File: src/rtl/traffic_phase_controller_if.sv
// rtl/traffic_phase_controller_if.sv - Emergency-decoder inputs and lamp outputs of the traffic phase controller.
interface traffic_phase_controller_if;
  logic [1:0] Em_Signal_Pos;
  logic       Pos_select;
  logic       Hold;
  logic [3:0] green;
  logic [3:0] yellow;
  logic [3:0] red;
  logic [1:0] cur_pos;
  logic       em_active;

  modport master (
    output Em_Signal_Pos, Pos_select, Hold,
    input  green, yellow, red, cur_pos, em_active
  );

  modport slave (
    input  Em_Signal_Pos, Pos_select, Hold,
    output green, yellow, red, cur_pos, em_active
  );
endinterface

File: src/rtl/traffic_phase_controller.sv
// rtl/traffic_phase_controller.sv - Four-position signal sequencer with emergency preemption.
// Define ALL_RED_EN to insert the all-red clearance phase between yellow and the next green.
module traffic_phase_controller #(
  parameter int GREEN_TICKS   = 8,
  parameter int YELLOW_TICKS  = 3,
  parameter int ALL_RED_TICKS = 2,
  parameter int CNT_W         = 8
) (
  input  logic                   clk,
  input  logic                   rst_n,
  traffic_phase_controller_if.slave bus
);

  typedef enum logic [1:0] {
    S_GREEN    = 2'd0,
    S_YELLOW   = 2'd1,
    S_ALL_RED  = 2'd2,
    S_EM_GREEN = 2'd3
  } state_t;

`ifdef ALL_RED_EN
  localparam bit HAS_ALL_RED = 1'b1;
`else
  localparam bit HAS_ALL_RED = 1'b0;
`endif

  localparam logic [CNT_W-1:0] GRN_LD = CNT_W'(GREEN_TICKS - 1);
  localparam logic [CNT_W-1:0] YEL_LD = CNT_W'(YELLOW_TICKS - 1);
  localparam logic [CNT_W-1:0] AR_LD  = CNT_W'(ALL_RED_TICKS - 1);
  localparam logic [CNT_W-1:0] ONE    = CNT_W'(1);

  logic       req_meta_q, req_s_q;
  logic [1:0] pos_meta_q, pos_s_q;

  state_t           state_q, state_d;
  logic [1:0]       pos_q, pos_d;
  logic [CNT_W-1:0] cnt_q, cnt_d;

  state_t     exit_state;
  logic [1:0] exit_pos;
  logic       cnt_zero;

  // Two-flop synchroniser: every decision below looks only at the _s values.
  always_ff @(posedge clk or negedge rst_n) begin
    if (!rst_n) begin
      req_meta_q <= 1'b0;
      req_s_q    <= 1'b0;
      pos_meta_q <= 2'd0;
      pos_s_q    <= 2'd0;
    end else begin
      req_meta_q <= bus.Pos_select & bus.Hold;
      req_s_q    <= req_meta_q;
      pos_meta_q <= bus.Em_Signal_Pos;
      pos_s_q    <= pos_meta_q;
    end
  end

  always_ff @(posedge clk or negedge rst_n) begin
    if (!rst_n) begin
      state_q <= S_GREEN;
      pos_q   <= 2'd0;
      cnt_q   <= GRN_LD;
    end else begin
      state_q <= state_d;
      pos_q   <= pos_d;
      cnt_q   <= cnt_d;
    end
  end

  always_comb begin
    cnt_zero   = (cnt_q == '0);
    exit_state = req_s_q ? S_EM_GREEN : S_GREEN;
    exit_pos   = req_s_q ? pos_s_q : pos_q + 2'd1;

    state_d = state_q;
    pos_d   = pos_q;
    cnt_d   = cnt_q;

    unique case (state_q)
      S_GREEN: begin
        if (req_s_q && (pos_s_q == pos_q)) begin
          state_d = S_EM_GREEN;
        end else if (req_s_q || cnt_zero) begin
          state_d = S_YELLOW;
          cnt_d   = YEL_LD;
        end else begin
          cnt_d = cnt_q - ONE;
        end
      end
      S_YELLOW: begin
        if (!cnt_zero) begin
          cnt_d = cnt_q - ONE;
        end else if (HAS_ALL_RED) begin
          state_d = S_ALL_RED;
          cnt_d   = AR_LD;
        end else begin
          // Without clearance the yellow exit makes the all-red decision itself.
          state_d = exit_state;
          pos_d   = exit_pos;
          cnt_d   = GRN_LD;
        end
      end
      S_ALL_RED: begin
        if (cnt_zero) begin
          state_d = exit_state;
          pos_d   = exit_pos;
          cnt_d   = GRN_LD;
        end else begin
          cnt_d = cnt_q - ONE;
        end
      end
      S_EM_GREEN: begin
        if (!req_s_q || (pos_s_q != pos_q)) begin
          state_d = S_YELLOW;
          cnt_d   = YEL_LD;
        end
      end
      default: begin
        state_d = S_GREEN;
        cnt_d   = GRN_LD;
      end
    endcase
  end

  always_comb begin
    bus.green     = 4'b0000;
    bus.yellow    = 4'b0000;
    bus.em_active = 1'b0;
    if ((state_q == S_GREEN) || (state_q == S_EM_GREEN)) begin
      bus.green = 4'b0001 << pos_q;
    end
    if (state_q == S_YELLOW) begin
      bus.yellow = 4'b0001 << pos_q;
    end
    if (state_q == S_EM_GREEN) begin
      bus.em_active = 1'b1;
    end
    bus.red     = ~(bus.green | bus.yellow);
    bus.cur_pos = pos_q;
  end

endmodule

File: src/flat_wrapper.sv
// flat-port wrapper written by rule: the top's interface ports become plain ports
module traffic_phase_controller_flat 
#(
  parameter int GREEN_TICKS   = 8,
  parameter int YELLOW_TICKS  = 3,
  parameter int ALL_RED_TICKS = 2,
  parameter int CNT_W         = 8
)
  (clk, rst_n, bus_Em_Signal_Pos, bus_Pos_select, bus_Hold, bus_green, bus_yellow, bus_red, bus_cur_pos, bus_em_active);
  traffic_phase_controller_if bus_i ();
  input  logic clk;
  input  logic rst_n;
  input wire logic [$bits(bus_i.Em_Signal_Pos)-1:0] bus_Em_Signal_Pos;
  input wire logic [$bits(bus_i.Pos_select)-1:0] bus_Pos_select;
  input wire logic [$bits(bus_i.Hold)-1:0] bus_Hold;
  output wire logic [$bits(bus_i.green)-1:0] bus_green;
  output wire logic [$bits(bus_i.yellow)-1:0] bus_yellow;
  output wire logic [$bits(bus_i.red)-1:0] bus_red;
  output wire logic [$bits(bus_i.cur_pos)-1:0] bus_cur_pos;
  output wire logic [$bits(bus_i.em_active)-1:0] bus_em_active;
  assign bus_i.Em_Signal_Pos = bus_Em_Signal_Pos;
  assign bus_i.Pos_select = bus_Pos_select;
  assign bus_i.Hold = bus_Hold;
  assign bus_green = bus_i.green;
  assign bus_yellow = bus_i.yellow;
  assign bus_red = bus_i.red;
  assign bus_cur_pos = bus_i.cur_pos;
  assign bus_em_active = bus_i.em_active;
  traffic_phase_controller #(.GREEN_TICKS(GREEN_TICKS), .YELLOW_TICKS(YELLOW_TICKS), .ALL_RED_TICKS(ALL_RED_TICKS), .CNT_W(CNT_W)) u_core (.clk(clk), .rst_n(rst_n), .bus(bus_i));
endmodule
File: config.mk
export PLATFORM = sky130hd
export DESIGN_NAME = traffic_phase_controller_flat
export DESIGN_NICKNAME = d
export VERILOG_FILES = /design/src/rtl/traffic_phase_controller_if.sv /design/src/rtl/traffic_phase_controller.sv /design/src/flat_wrapper.sv
export SDC_FILE = /design/constraint.sdc
export NUM_CORES = 1
export LEC_CHECK = 0
export ABC_AREA = 1
export ABC_CLOCK_PERIOD_IN_PS = 3120
export CAP_MARGIN = 30
export CORE_MARGIN = 4
export CORE_UTILIZATION = 53
export CTS_CLUSTER_DIAMETER = 40
export DETAILED_ROUTE_END_ITERATION = 12
export PLACE_DENSITY = 0.8
export SYNTH_ARGS = -nofsm -noshare
export SYNTH_HDL_FRONTEND = slang
export SYNTH_SLANG_ARGS = --single-unit
File: constraint.sdc
create_clock -name clk -period 3.12 [get_ports clk]
set_clock_uncertainty 0.15 [all_clocks]
set_input_delay 0.312 -clock clk [delete_from_list [all_inputs] [get_ports clk]]
set_output_delay 0.312 -clock clk [all_outputs]
set_load 0.01 [all_outputs]
==> impl_metrics.json <==
{
  "layout_commonest_cell": "nand2_1",
  "status": "finished clean",
  "gr-usage-all-layers": 0.170,
  "die_h_um": 56.0,
  "fin_crit_ns": 2.50,
  "tritoncts": "yes",
  "tns_ns": 0,
  "wl_per_cell_um": 11.4,
  "wl_met3_um": 110,
  "start_util": 0.553,
  "die-area_sq_mm": 0.00314,
  "dp_hpwl_mm": 1.99,
  "setup_ws_ns": 0.621,
  "cts_hold_buf": 0,
  "ant_nets": 0,
  "yosysSeqAreaShare": 0.372,
  "cts_buffers": 3,
  "io_buffers": 20,
  "clk_pin_slew_ns": 0.11,
  "slew_headroom": 0.478,
  "drt-pass1-iter-count": 4,
  "finalSetupViolations": 0,
  "mostFrequentLayoutCells": "nand2_1, inv_1, nor2_1",
  "hold_viol_final": 0,
  "antenna_found_initial": 0,
  "synthSimpleGateAreaFrac": 0.354,
  "yosys.cell_types.count": 25,
  "ioPinCount": 21,
  "wl_met2_mm": 1.28,
  "synth_fa_ha_area_frac": 0.102,
  "synth_top_family_by_area": "simple AND/OR/NAND/NOR gates",
  "area_delta_synth_final_pct": 20.9,
  "syn_avg_cell_area_sq_um": 7.23,
  "vias": 1107,
  "synthXorXnorAreaFrac": 0,
  "critPathCaptureType": "output port",
  "critPathLaunchType": "flop",
  "crit_fanout": 11,
  "cts_resized": 0,
  "core_sq_mm": 0.00221,
  "htreeDepth": 1,
  "gp_congestion": 0.865,
  "cellLeakagePower_nw": 0.794,
  "crit_type": "flop to output port",
  "dieWidth_um": 56.0,
  "max_freq_ghz": 0.400,
  "cts_root_buffer": "clkbuf_4",
  "wl_met1_mm": 1.08,
  "ys.warnings.count": 0,
  "worst-endpoint-required_ns": 2.66,
  "syn_area_sq_mm": 0.00122,
  "pre_cts_ws_ns": 0.948,
  "p_total_mw": 1.53,
  "grt_max_degree": 19,
  "grt_pass1_wl_mm": 4.36,
  "worst_slew_pin_slew_ns": 0.780,
  "peakVddDrop_v": 0.000619,
  "fin_crit_sh": 0.801,
  "via_per_inst": 5.05,
  "synth-compound-area-share": 0.0512,
  "cts_buffer_depth": 2,
  "row_count": 17,
  "finalWirelength_mm": 2.50,
  "syn_nets": 185,
  "hold_class": "flop to flop",
  "drive_above_1_share": 0.131,
  "powerDensity_mw_per_mm2": 1030,
  "drc": 0,
  "yosys-mux-area-fraction": 0,
  "clock-sinks": 18,
  "drv_cap": 0,
  "n_fill_cell": 202,
  "rsz0062_at_grt": "false",
  "routed.top_layer": "met4",
  "grt_pass1_vias": 1114,
  "clock_latency_ns": 0.29,
  "syn_inst": 169,
  "antenna_cells": 0,
  "arrival_ns": 2.04,
  "grt-ovfl-total": 0,
  "final_nets": 208,
  "drt_iter0_drc": 36,
  "slew_violations": 0,
  "cts_setup_buffers": 0,
  "yosys_register_bits": 18
}
-- worst paths after layout --
check | startpoint | to | slack (ns) | cells after the start
worst min register to register | u_core.pos_meta_q[0]$_DFF_PN0_ | u_core.pos_s_q[0]$_DFF_PN0_ | 0.21 | 0
max in group asynchronous | rst_n | u_core.cnt_q[7]$_DFFE_PN0P_ | 2.02 | 1
min in group asynchronous | rst_n | u_core.pos_meta_q[1]$_DFF_PN0_ | 0.31 | 1
worst min-delay path | u_core.pos_meta_q[0]$_DFF_PN0_ | u_core.pos_s_q[0]$_DFF_PN0_ | 0.21 | 0
worst max-delay path | u_core.state_q[0]$_DFFE_PN0P_ | bus_red[1] | 0.62 | 5
worst max register to register | u_core.state_q[0]$_DFFE_PN0P_ | u_core.bus.cur_pos[0]$_DFFE_PN0P_ | 1.38 | 5
-- power breakdown --
part	internal [mW]	total (mW)	switching, mW
Sequential	0.315	0.380	0.0645
Clock	0.0710	0.146	0.0752
Combinational	0.417	1.00	0.582
Total	0.804	1.53	0.722
-- critical path, stage by stage (launching register included) --
cell and delay, ns:
dfrtp_1 0.41, inv_1 0.08, ha_1 0.49, nor2_1 0.12
nor2_1 0.10, clkdlybuf4s50_1 0.54
-- cell usage after synthesis --
library cell  count  area [sq um]
nor3_2            1          10.0
o21ai_0           1          5.00
a31oi_1           1          6.26
nor2_1           25          93.8
nor3_1            1          5.00
buf_2             1          5.00
a21oi_1           4          20.0
ha_1             10           125
nand4_1           2          12.5
inv_2             5          18.8
nor2_2            1          6.26
nand3_2           3          30.0
a211oi_1          1          7.51
a21oi_2           1          8.76
nand3_1          11          55.1
o21ai_1           3          15.0
nand2_2           5          31.3
nand3_4           1          17.5
nor2_4            1          11.3
dfrtp_1          15           375
dfstp_2           3          78.8
buf_6             1          11.3
or2_1             1          6.26
nand2_1          41           154
inv_1            30           113
-- through the flow --
step           instances   util  instance area, sq um  hold slack (ns)
6_report             219  0.668                  1480            0.209
5_1_grt              219  0.668                  1480            0.222
4_1_cts              219  0.668                  1480            0.209
3_5_place_dp         215  0.652                  1440            0.185
3_3_place_gp         215  0.652                  1440            0.182
2_1_floorplan        169      -                  1220           -0.134
-- cell type report --
type	count	area [sq um]	share of cell area
flip-flops and latches	18	454	0.307
repair buffers	20	200	0.135
clock buffers	4	36.3	0.0246
inverters	35	131	0.0889
multi-input cells	114	621	0.420
well taps	28	35.0	0.0237
-- registers in the layout, indices dropped and copies added (netlist names) --
name and flops:
u_core.req_s_q 1, u_core.bus.cur_pos 2, u_core.pos_s_q 2, u_core.pos_meta_q 2, u_core.state_q 2, u_core.cnt_q 8, u_core.req_meta_q 1
-- layer usage --
layer  up-vias  track usage
met3         4       0.0278
met5         -            0
met4         0       0.0610
met2        31        0.317
li1        555            -
met1       517        0.190
-- cell families after synthesis --
| logic type | count (synthesis) |
|---|---|
| flops | 18 |
| fa+ha+maj | 10 |
| simple gates | 93 |
| compound gates | 11 |
| buf+inv | 37 |
No activity file was read; power rests on OpenSTA's default activity.
==> RTL edit 1 (config.mk and constraints unchanged) <==
Build with the macro `ALL_RED_EN` defined.
--- a/src/rtl/traffic_phase_controller.sv
+++ b/src/rtl/traffic_phase_controller.sv
@@ -1,4 +1,6 @@
 // rtl/traffic_phase_controller.sv - Four-position signal sequencer with emergency preemption.
 // Define ALL_RED_EN to insert the all-red clearance phase between yellow and the next green.
+`define ALL_RED_EN
+
 module traffic_phase_controller #(
   parameter int GREEN_TICKS   = 8,
Behaviour: not the same (a bounded check fails within 10 cycles, from zero or initial values and one cycle with rst_n low).
==> RTL edit 1 against the original RTL <==
- sequential cell count did not move
- largest cell class unchanged
- setup slack improved by 0.18 ns
- hold slack got worse by 0.0024 ns
- fmax rose by 7.6%
- final area fell by 3.7%
- critical endpoint is now bus_red[2]
- power rose by 0.28%
- area after synthesis fell by 4.2%
- routed wire length fell by 9.8%
==> RTL edit 1: results (changes against the original RTL) <==
Worst slack, placed = 1.10 ns (+0.154 ns)
Netlist cell types = 26 (+4.0%)
Worst Hold Launch = u_core.req_meta_q
Worst r2r dst = u_core.cnt_q[5]
Leading cell types by count after synthesis = inv_1, nand2_1, nor2_1
FILL cells = 155 (-23%)
Syn Nets = 164 (-11%)
Layout cells sized above 1 = 17.0% (+3.9 points)
Seq/Total Area, Yosys = 38.8% (+1.6 points)
Final wirelength = 2250 um (-9.8%)
R2r setup slk = 1.27 ns (-0.11 ns)
Leak = 0.000731 uW (-7.9%)
Placed Area = 1390 um2 (-3.8%)
Arr. time, crit path = 1.86 ns (-0.18 ns)
Hold Crit Endpoint = u_core.req_s_q
Hold WC Path Type = reg -> reg
GPL Wtd Cong = 0.790 (-8.6%)
CP max FO = 7 (-4)
Final nets = 187 (-10%)
Worst r2r path cells = 8 (+3)
Synth area leaders = dfrtp_1, ha_1, inv_1
Outcome = complete, no violations
CP Launch Point = u_core.bus.cur_pos[0]
Vias in the first global route = 946 (-15%)
Vias = 983 (-11%)
Global router's overall resource usage = 18.3% (+1.3 points)
RTL edit 1: power groups by stage:
stage | clock network, uW | logic (uW) | registers, uW
after global placement | 0 | 971 | 383
after detailed placement | 0 | 1000 | 388
after global routing | 158 | 1140 | 395
final | 145 | 1000 | 383
after CTS | 149 | 1010 | 384
after floorplan | 0 | 674 | 379
RTL edit 1: per-stage QoR:
| step | total power, uW | hold WS [ns] | util [%] | std cells |
|---|---|---|---|---|
| after floorplan | 1050 | -0.134 | - | 149 |
| after global placement | 1350 | 0.184 | 68.6 | 194 |
| after detailed placement | 1390 | 0.186 | 68.6 | 194 |
| after CTS | 1540 | 0.210 | 70.4 | 198 |
| after global routing | 1690 | 0.219 | 70.4 | 198 |
| final | 1530 | 0.206 | 70.4 | 198 |
RTL edit 1: cells by family (layout without fill, tap and decap cells):
family                     after synthesis  count (layout)  synth area share (%)
adders and majority gates                9               9                  9.62
buffers and inverters                   32              54                  11.2
and+or+nand+nor                         69              69                  28.8
muxes                                    1               1                 0.961
AOI/OAI and AO/OA                       17              17                  8.33
xor gates and xnor gates                 3               3                  2.24
DFF                                     18              18                  38.8
RTL edit 1: worst max-delay path: stages (launching register included):
cell and delay [ns]:
dfrtp_1 0.48, inv_1 0.11, ha_1 0.23, nand2_1 0.07, inv_1 0.05, nor2_1 0.09
clkdlybuf4s50_1 0.54
RTL edit 1: routing by layer:
layer  GRT usage [%]  share of wire [%]  vias up
met5               0                  0        -
met3            3.22                4.5        4
met2            32.9                 50       20
met4            6.07                1.1        0
li1                -                  -      500
met1            21.9                 44      459
RTL edit 1: area by class of cell:
class	instances	share of cell area [%]
flip-flops and latches	18	31.9
well taps	27	2.37
clock buffers	4	2.55
repair buffers	20	14.1
inverters	30	7.92
multi-input cells	99	41.2
==> RTL edit 2 (same flow settings) <==
Made on the original files. Reset style: synchronous (`rst_n`), changed in 2 clocked blocks.
--- a/src/rtl/traffic_phase_controller.sv
+++ b/src/rtl/traffic_phase_controller.sv
@@ -42,5 +42,5 @@
 
   // Two-flop synchroniser: every decision below looks only at the _s values.
-  always_ff @(posedge clk or negedge rst_n) begin
+  always_ff @(posedge clk) begin
     if (!rst_n) begin
       req_meta_q <= 1'b0;
@@ -56,5 +56,5 @@
   end
 
-  always_ff @(posedge clk or negedge rst_n) begin
+  always_ff @(posedge clk) begin
     if (!rst_n) begin
       state_q <= S_GREEN;
Behaviour: differs if rst_n is asserted again (counterexample within 4 cycles, from zero or initial values and one cycle with rst_n low); with rst_n held inactive, the same outputs for 10 cycles.
==> RTL edit 2 against the original RTL <==
- final area fell by 6.2%
- area after synthesis is 7.1% lower
- non-clock buffer count unchanged
- routed wire length down 15%
- count of clock-buffer cells in the layout is the same
- register-to-register slack worse by 0.04 ns
- setup slack improved by 0.14 ns
- sequential cell count unchanged
- die area shrank 6.1%
- critical path type unchanged
Power is not compared: it rests on default switching activity, and its combinational part moved more than twofold at a synthesized area within 25%.
==> RTL edit 2: results (changes against the original RTL) <==
Outcome = complete, no violations
Comb_multi_in = 117 (+2.6%)
Buffers on Ports = 20 (unchanged)
Final wirelength = 2120 um (-15%)
Global router's overall resource usage = 16.4% (-0.61 points)
DRT iter0 DRCs = 23 (-36%)
Synth Instances = 172 (+1.8%)
Sequential share of cell area = 26.0% (-4.7 points)
GPL Wtd Cong = 0.784 (-9.3%)
Clock Tree Root = clkbuf_4
Clock buffer depth = 2 (unchanged)
Largest net degree at the start of global routing = 16 (-3)
Hold WC Path Type = reg -> reg
Num CTS Buffers = 3 (unchanged)
Syn Nets = 187 (+1.1%)
Vias = 1072 (-3.2%)
Most flops, register = u_core.cnt_q
Filler-free cell count of the finished design = 220 (+0.46%)
CP max FO = 8 (-3)
Clk_buf instances = 4 (unchanged)
Ys flop type = dfxtp_1
Layout cells sized above 1 = 9.84% (-3.2 points)
DP HPWL = 1750 um (-12%)
Vias in the first global route = 933 (-16%)
Seq/Total Area, Yosys = 31.7% (-5.4 points)
R2r setup slk = 1.34 ns (-0.04 ns)
FILL cells = 180 (-11%)
Fraction of area in multi-input gates = 45.3% (+3.3 points)
Slew margin rel. = 69.7% (+22 points)
Final nets = 209 (+0.48%)
Clk tree area frac = 2.62% (+0.16 points)
Clk slew on worst S/H paths = 0.10 ns
First-pass GRT wire length = 3640 um (-16%)
Leak = 0.000658 uW
Synth area leaders = dfxtp_1, nand2_1, ha_1
Fmax achieved = 0.425 GHz (+6.1%)
Inverter count = 34 (-2.9%)
Antenna Cells = 0 (unchanged)
Leading cell types by count after synthesis = nand2_1, inv_1, nor2_1
Post-CTS resize count = 0 (unchanged)
Htree depth = 1 (unchanged)
Netlist cell types = 26 (+4.0%)
Signal buffers share of area = 14.4% (+0.89 points)
Async SR Flop Fraction = 0% (-100 points)
## RTL edit 2: layer usage
metal  vias up  wire length [um]  GRT usage, %
li1        569                 -             -
met1       473               918          20.1
met2        30              1060          28.7
met3         0               146          3.54
met4         0                 0          4.15
met5         -                 0             0
## RTL edit 2: worst max-delay path: stages (launching register included)
cell and delay, ns:
dfxtp_1 0.40, inv_1 0.06, ha_1 0.39, nor2_1 0.19, clkdlybuf4s50_1 0.57
## RTL edit 2: through the flow
stage          hold WS (ns)  total power, uW  instance area [um2]  util [%]  worst slack [ns]
2_1_floorplan         0.236              560                 1140         -              1.51
3_3_place_gp          0.244              654                 1350      67.4              1.14
3_5_place_dp          0.249              668                 1350      67.4              1.06
4_1_cts               0.273              811                 1390      69.3             0.724
5_1_grt               0.306              871                 1390      69.3             0.652
6_report              0.270              801                 1390      69.3             0.765
## RTL edit 2: final timing paths
path	from	end	depth (start not counted)
hold / removal	u_core.pos_meta_q[1]	u_core.pos_s_q[1]	2
setup / recovery	u_core.state_q[0]	bus_green[3]	4
hold reg to reg	u_core.pos_meta_q[1]	u_core.pos_s_q[1]	2
setup reg to reg	u_core.state_q[0]	u_core.cnt_q[3]	8
## RTL edit 2: power breakdown
part	internal [uW]	total, uW	switching, uW
Combinational	155	368	212
Sequential	262	294	32.3
Clock	71.0	140	68.9
Total	488	801	313
## RTL edit 2: logic make-up (layout without fill, tap and decap cells)
group | Yosys count | after routing | share of synthesized area, %
muxes | 1 | 1 | 0.991
adders and majority gates | 9 | 9 | 9.91
AOI/OAI and AO/OA | 13 | 13 | 6.39
xor gates and xnor gates | 1 | 1 | 0.771
buffers and inverters | 37 | 58 | 13.0
and+or+nand+nor | 93 | 93 | 37.2
DFF | 18 | 18 | 31.7
